==> config.mk <==
export PLATFORM = sky130hd
export DESIGN_NAME = mul_issue_ctrl
export DESIGN_NICKNAME = d
export VERILOG_FILES = /design/src/rtl/mul_ctrl_pkg.sv /design/src/rtl/mul_issue_ctrl.sv
export SDC_FILE = /design/constraint.sdc
export NUM_CORES = 1
export LEC_CHECK = 0
export ABC_AREA = 1
export BUFFER_PORTS_ARGS = -buffer_cell sky130_fd_sc_hd__buf_2
export CORE_MARGIN = 2
export CORE_UTILIZATION = 25
export CTS_CLUSTER_DIAMETER = 30
export DETAILED_ROUTE_END_ITERATION = 10
export GPL_ROUTABILITY_DRIVEN = 0
export PLACE_DENSITY = 0.46
export SYNTH_ARGS = -nofsm -noshare
export SYNTH_HDL_FRONTEND = slang
export SYNTH_SLANG_ARGS = --single-unit
==> constraint.sdc <==
create_clock -name clk -period 3.5 [get_ports clk]
set_input_delay 0.35 -clock clk [delete_from_list [all_inputs] [get_ports clk]]
set_output_delay 0.35 -clock clk [all_outputs]
set_load 0.005 [all_outputs]
==> src/rtl/mul_ctrl_pkg.sv <==
// Shared definitions for the multiplier issue controller: op encodings,
// FSM state enum and the product width.
package mul_ctrl_pkg;

  localparam logic [1:0] MUL_OP_W  = 2'b00;
  localparam logic [1:0] MUL_OP_H  = 2'b01;
  localparam logic [1:0] MUL_OP_HU = 2'b10;

  localparam int PROD_W = 64;

  typedef enum logic [1:0] {
    ST_IDLE = 2'b00,
    ST_S1   = 2'b01,
    ST_S2   = 2'b10,
    ST_DONE = 2'b11
  } state_t;

endpackage

==> src/rtl/mul_issue_ctrl.sv <==
// Sequences one MUL.W/MULH.W/MULH.WU through the external two-stage multiplier.
// Optional build macro MUL_ZERO_BYPASS_EN: zero operands skip the multiplier.
module mul_issue_ctrl
  import mul_ctrl_pkg::*;
#(
  parameter int TAG_W = 5
) (
  input  logic              clk,
  input  logic              resetn,
  input  logic              flush,
  input  logic              req_valid,
  output logic              req_ready,
  input  logic [1:0]        req_op,
  input  logic [31:0]       req_src1,
  input  logic [31:0]       req_src2,
  input  logic [TAG_W-1:0]  req_tag,
  output logic              rsp_valid,
  input  logic              rsp_ready,
  output logic [31:0]       rsp_data,
  output logic [TAG_W-1:0]  rsp_tag,
  output logic              mul_signed,
  output logic [31:0]       mul_x,
  output logic [31:0]       mul_y,
  input  logic [PROD_W-1:0] mul_result,
  output logic              busy
);

  function automatic logic [31:0] sel_word(input logic [1:0] op,
                                           input logic [PROD_W-1:0] prod);
    case (op)
      MUL_OP_H, MUL_OP_HU: sel_word = prod[63:32];
      default:             sel_word = prod[31:0];
    endcase
  endfunction

  state_t             r_state;
  state_t             w_state_nxt;
  logic [1:0]         r_op;
  logic [TAG_W-1:0]   r_tag;
  logic [31:0]        r_rsp_data;
  logic [31:0]        r_mul_x;
  logic [31:0]        r_mul_y;
  logic               r_mul_signed;
  logic               w_accept;
  logic               w_bypass;

  assign req_ready = ~flush & ((r_state == ST_IDLE) |
                               ((r_state == ST_DONE) & rsp_ready));
  assign w_accept  = req_valid & req_ready;

`ifdef MUL_ZERO_BYPASS_EN
  assign w_bypass = (req_src1 == 32'd0) | (req_src2 == 32'd0);
`else
  assign w_bypass = 1'b0;
`endif

  always_comb begin
    w_state_nxt = r_state;
    case (r_state)
      ST_IDLE: w_state_nxt = ST_IDLE;
      ST_S1:   w_state_nxt = ST_S2;
      ST_S2:   w_state_nxt = ST_DONE;
      ST_DONE: if (rsp_ready) w_state_nxt = ST_IDLE;
      default: w_state_nxt = ST_IDLE;
    endcase
    // Accepts only happen in IDLE or a completing DONE, so this covers both.
    if (w_accept) w_state_nxt = w_bypass ? ST_DONE : ST_S1;
    if (flush)    w_state_nxt = ST_IDLE;
  end

  always_ff @(posedge clk or negedge resetn) begin
    if (!resetn) r_state <= ST_IDLE;
    else         r_state <= w_state_nxt;
  end

  // Operands only load on accept, which never occurs in S1/S2, so they stay
  // frozen for the whole multiplier pass.
  always_ff @(posedge clk or negedge resetn) begin
    if (!resetn) begin
      r_op         <= MUL_OP_W;
      r_tag        <= '0;
      r_rsp_data   <= '0;
      r_mul_x      <= '0;
      r_mul_y      <= '0;
      r_mul_signed <= 1'b0;
    end else if (w_accept) begin
      r_op  <= req_op;
      r_tag <= req_tag;
      if (w_bypass) begin
        r_rsp_data <= '0;
      end else begin
        r_mul_x      <= req_src1;
        r_mul_y      <= req_src2;
        r_mul_signed <= (req_op != MUL_OP_HU);
      end
    end else if (r_state == ST_S2) begin
      r_rsp_data <= sel_word(r_op, mul_result);
    end
  end

  assign rsp_valid  = (r_state == ST_DONE);
  assign rsp_data   = r_rsp_data;
  assign rsp_tag    = r_tag;
  assign mul_x      = r_mul_x;
  assign mul_y      = r_mul_y;
  assign mul_signed = r_mul_signed;
  assign busy       = (r_state != ST_IDLE);

endmodule

==> results.toml, run 1 <==
[drt]
drt-total-wl_um = 14000
drtIter0Drc = 282
viasPerCell = 4.31
wl_per_cell_um = 13.5
ant_nets = 0
remaining_drc_errors = 0
firstDrtPassIters = 4
vias = 4470

[logic_synthesis]
synth_most_common_cell = "nand2_1"
synth-edff-count = 0
synth.top_cells.by_count = "nand2_1 (317), dfrtp_1 (106), nand3_1 (96)"
ys.flop_type = "dfrtp_1"
synth_cell_type_count = 14
syn_inst = 581
synth_largest_area_cell = "dfrtp_1"
synth_top_cell_area_share_pct = 57.0
avgSynthCellArea_um2 = 8.01
synth_nets = 725
yosysWarningCount = 0
ys_ff_latch = 106
ys_async_sr_fraction_pct = 100
synth_seq_area_share_pct = 57.0
yosys-top-cells-area = "dfrtp_1 (57%), nand2_1 (26%), nand3_1 (10%), buf_2 (2.9%), ha_1 (1.1%)"
syn-cell-area_um2 = 4650

[sta]
finalSetupViolations = 0
maxSlewHeadroom_pct = 24.6
fin_skew_ps = 8.04
rsz0062_at_grt = "no"
tns_ps = 0
slew_viol_final = 0
layout_setup_ws_ps = 1340
hold_ws_ps = 5.04
fin_crit_ps = 2160
tightest_slew_ps = 1130
finalHoldViolations = 0
fin_crit_sh_pct = 61.8
fmax_mhz = 462

[floorplan]
die_y_um = 140
floorplan.initialDensity_pct = 25.7
core_area_um2 = 18100
fp-row-count = 49
io_pins = 245
fp.dieArea_um2 = 19700
die_w_um = 140

[global_route]
track_usage_pct = 14.2
grt_max_degree = 75
grt_pass1_wl_um = 22500
antenna_found_initial = 0
grt_pass1_vias = 4377
globalRouteOverflowTotal = 0

[clock_tree]
tritoncts = "yes"
post_cts_resized = 0
holdBufCountCts = 0
cts_max_level = 3
cts.sinks = 106
cts_setup_buffers = 0
clock_path_buffers = 2
cts_buffers = 9
cts_root_buf = "clkbuf_16"
clk_latency_ps = 350
clkTransAtPathRegs_ps = 70

[layout]
final_layout_size_suffix_gt1_share_pct = 33.1
fillers = 1927
antenna_cells = 0
fin_nets = 948
synthToLayoutAreaGrowth_pct = 36.5

[placed_design]
io_buffers = 244
place_ws_ps = 1320
place_hpwl_um = 9830

[critical_path]
path_max_fanout = 35
r2r_cells = 9
crit_path_start_kind = "flop"
crit_type = "flop to flop"
required_ps = 3780
reg2reg_from = "r_state[0]$_DFFE_PN0P_"
cp.arrival_ps = 2440
rrSetupSlack_ps = 1340
cp-end-kind = "flop"
r2r_end = "rsp_data[5]$_DFFE_PN0P_"

[power_and_ir_drop]
p_leak_uw = 0.00377
power.total_uw = 4460
p_per_area_nw_per_um2 = 703
ir_worst_vdd_mv = 0.253

[run]
drv_cap = 0

[min_path]
hold_class = "primary input to async pin"

[run_status]
status = "finished clean"
-- per-stage QoR --
step,instances,util (%),instance area (um^2)
after global routing,1038,35.1,6350
final,1038,35.1,6350
after global placement,1022,33.5,6060
after CTS,1038,35.1,6350
after detailed placement,1022,33.5,6060
after floorplan,581,-,4650
-- per-layer routing --
metal | global-route usage (%) | vias up | wire length, um
met5 | 0 | - | 0
met4 | 5.00 | 0 | 246
met3 | 3.90 | 16 | 1170
met2 | 21.6 | 172 | 6260
met1 | 19.4 | 2023 | 6350
li1 | - | 2259 | -
-- worst max-delay path, cell delays in order, from the launching register on --
cell and delay (ps):
dfrtp_1 400, inv_1 110, ha_1 150, inv_1 50
nand2_2 90, nand3_4 350, nand2_1 440, buf_4 330
nand2_1 80, nand2_1 70
-- how the worst max path moves through the flow --
stage | startpoint | to | slack, ps | cells past startpoint
6_report | r_state[0]$_DFFE_PN0P_ | rsp_data[5]$_DFFE_PN0P_ | 1340 | 9
3_3_place_gp | r_state[0]$_DFFE_PN0P_ | rsp_data[22]$_DFFE_PN0P_ | 1370 | 9
2_1_floorplan | r_state[0]$_DFFE_PN0P_ | mul_x[0]$_DFFE_PN0P_ | 2120 | 9
4_1_cts | r_state[0]$_DFFE_PN0P_ | rsp_data[5]$_DFFE_PN0P_ | 1300 | 9
3_5_place_dp | r_state[0]$_DFFE_PN0P_ | rsp_data[21]$_DFFE_PN0P_ | 1320 | 9
5_1_grt | r_state[0]$_DFFE_PN0P_ | rsp_data[25]$_DFFE_PN0P_ | 1030 | 9
-- cells by family after synthesis --
logic type      synth area share [%]
compound gates                 0.645
fa+ha+maj                       1.08
buf+inv                         4.68
flops                           57.0
simple gates                    36.6
-- layout by cell type (no fill, tap or decap) --
cell type and n:
inv_6 2, inv_2 1, dfrtp_1 106, clkbuf_16 9, inv_8 1, inv_1 10
buf_12 3, clkbuf_8 1, clkinvlp_4 2, buf_2 243, o21ai_0 5, ha_1 4
nand2_2 1, buf_4 3, nand3_4 1, nand2_1 317, a21oi_1 1, clkinv_2 1
nand3_1 96, nor2_1 2
-- final cells by class --
class                   instances  area, um^2  share of cell area, %
clock buffers                  10         239                   3.76
clock inverters                 6        48.8                  0.769
inverters                      11        41.3                  0.650
multi-input cells             427        1780                   28.1
flip-flops and latches        106        2650                   41.8
well taps                     229         287                   4.51
repair buffers                249        1300                   20.5
-- flip-flops by register name (all words and copies together) (netlist names) --
signal and count:
mul_signed 1, mul_x 32, mul_y 32, r_op 2
r_state 2, rsp_data 32, rsp_tag 5
-- power by group --
group | leakage [uW] | switching [uW] | internal (uW)
clock | 0.000137 | 474 | 512
sequential | 0.00132 | 233 | 1670
combinational | 0.00231 | 906 | 673
Power figures use the tool's default switching activity.
==> run 2, diff against run 1 <==
Clock period 3.5 ns to 2.05 ns, I/O delays scaled along.
==> results.toml, run 2 (synthesis results as in run 1) <==
[run_status]
status = "complete, but fails checks"
violations = "DRC"

[layout]
layout_commonest_cell = "nand2_1"
finalNonFillerCells = 1047
final_layout_size_suffix_gt1_share_pct = 33.6
regArea_um2 = 2650
layout_common_cells = "nand2_1 (317), buf_2 (243), dfrtp_1 (106), nand3_1 (96), inv_1 (10)"
multi_input_area_um2 = 1780
fin_nets = 957
synthToLayoutAreaGrowth_pct = 39.1
antenna_cells = 0
fillers = 1902

[clock_tree]
post_cts_resized = 0
holdBufCountCts = 1
clk_latency_ps = 340
clock_path_buffers = 2
tritoncts = "yes"
cts.sinks = 106
cts_max_level = 3
cts_setup_buffers = 0
cts_buffers = 9
clkTransAtPathRegs_ps = 80
cts_root_buf = "clkbuf_16"

[drt]
vias = 4425
remaining_drc_errors = 1
viasPerCell = 4.23
drtIter0Drc = 227
drt-total-wl_um = 14100
wl_per_cell_um = 13.5
ant_nets = 0
firstDrtPassIters = 7

[global_route]
use_met1_pct = 19.2
grt_use_met3_pct = 3.73
antenna_found_initial = 0
globalRouteOverflowTotal = 0
grt_pass1_vias = 4212
track_usage_pct = 14.2
grt.busiest_layer = "met2"
grt_pass1_wl_um = 22200
gr-usage-met2_pct = 22.1
grt_max_degree = 56

[min_path]
holdPathEnd = "mul_x[30]$_DFFE_PN0P_"
worstHoldStart = "req_src1[30]"
hold_class = "primary input to flop"
hold_depth = 3

[sta]
finalHoldViolations = 0
tightest_slew_ps = 383
fin_skew_ps = 12.3
finalSetupViolations = 0
fin_crit_sh_pct = 78.7
hold_ws_ps = 49.3
maxSlewHeadroom_pct = 74.5
rsz0062_at_grt = "no"
tns_ps = 0
fmax_mhz = 620
fin_crit_ps = 1610
slew_viol_final = 0

[critical_path]
path_max_fanout = 38
rrSetupSlack_ps = 440
cpLargestDelayFamily = "buffers and inverters"
crit_path_start_kind = "flop"
required_ps = 2340
path_cells = "inv_1 -> ha_1 -> inv_1 -> nand2_2 -> nand3_4 -> inv_2 -> buf_12 -> nand2_1 -> nand2_1"
reg2reg_from = "r_state[0]$_DFFE_PN0P_"
cp_slowest_cell = "dfrtp_1"
cp.arrival_ps = 1900
r2r_cells = 9
r2r_end = "mul_x[13]$_DFFE_PN0P_"
cp-end-kind = "flop"
path_buf_inv = 4
crit_type = "flop to flop"
critical_path.max_stage_delay_ps = 400

[power_and_ir_drop]
intPower_uw = 5060
p_comb_share_pct = 35.3
power.total_uw = 7790
switching_share_pct = 35.0
seq_power_share_pct = 41.4
ir_worst_vdd_mv = 0.439
p_sw_uw = 2730
p_per_area_nw_per_um2 = 1200
clkPwrFrac_pct = 23.3
p_leak_uw = 0.00383

[floorplan]
fp.dieArea_um2 = 19700
fp-row-count = 49
io_pins = 245
die_w_um = 140
core_area_um2 = 18100
floorplan.initialDensity_pct = 25.7
die_y_um = 140

[placed_design]
place_hpwl_um = 9920
placed_cells = 1030
io_buffers = 244

[run]
drv_cap = 0
[run 2: layout make-up]
type,count,share of cell area (%)
Sequential cell,106,41.0
Multi-Input combinational cell,427,27.5
Timing Repair Buffer,258,21.5
Tap cell,229,4.43
Clock buffer,12,3.96
Clock inverter,4,0.890
Inverter,11,0.638
[run 2: worst max path at each step]
stage / start / endpoint / cells past startpoint / slack (ps)
2_1_floorplan: r_state[0]$_DFFE_PN0P_ / mul_x[0]$_DFFE_PN0P_ / 9 / 670
3_3_place_gp: r_state[0]$_DFFE_PN0P_ / mul_y[10]$_DFFE_PN0P_ / 9 / 480
3_5_place_dp: r_state[0]$_DFFE_PN0P_ / mul_y[6]$_DFFE_PN0P_ / 9 / 430
4_1_cts: r_state[1]$_DFFE_PN0P_ / mul_x[13]$_DFFE_PN0P_ / 8 / 420
5_1_grt: r_state[0]$_DFFE_PN0P_ / mul_x[26]$_DFFE_PN0P_ / 9 / 220
6_report: r_state[0]$_DFFE_PN0P_ / mul_x[13]$_DFFE_PN0P_ / 9 / 440
[run 2: per-layer routing]
layer  vias to the layer above  wire length (um)
li1                       2278                 -
met1                      1984              6450
met2                       152              6480
met3                        11              1020
met4                         0               171
met5                         -                 0
[run 2: worst register-to-register path: stages (launching register included)]
cell	delay [ps]
dfrtp_1	400
inv_1	110
ha_1	150
inv_1	60
nand2_2	90
nand3_4	100
inv_2	250
buf_12	240
nand2_1	120
nand2_1	60
[run 2: per-stage QoR]
stage               util, %  setup slack (ps)  instance area [um^2]
floorplan                 -               665                  4650
global placement       34.0               481                  6150
detailed placement     34.0               429                  6150
CTS                    35.8               416                  6470
global route           35.8               218                  6470
finish                 35.8               436                  6470
[run 2: power by group through the flow]
| stage | sequential (uW) | clock, uW | combinational (uW) |
|---|---|---|---|
| floorplan | 3340 | 0 | 1360 |
| global route | 3340 | 1970 | 3170 |
| CTS | 3230 | 1890 | 2820 |
| finish | 3230 | 1810 | 2750 |
| detailed placement | 3250 | 0 | 2820 |
| global placement | 3260 | 0 | 2810 |
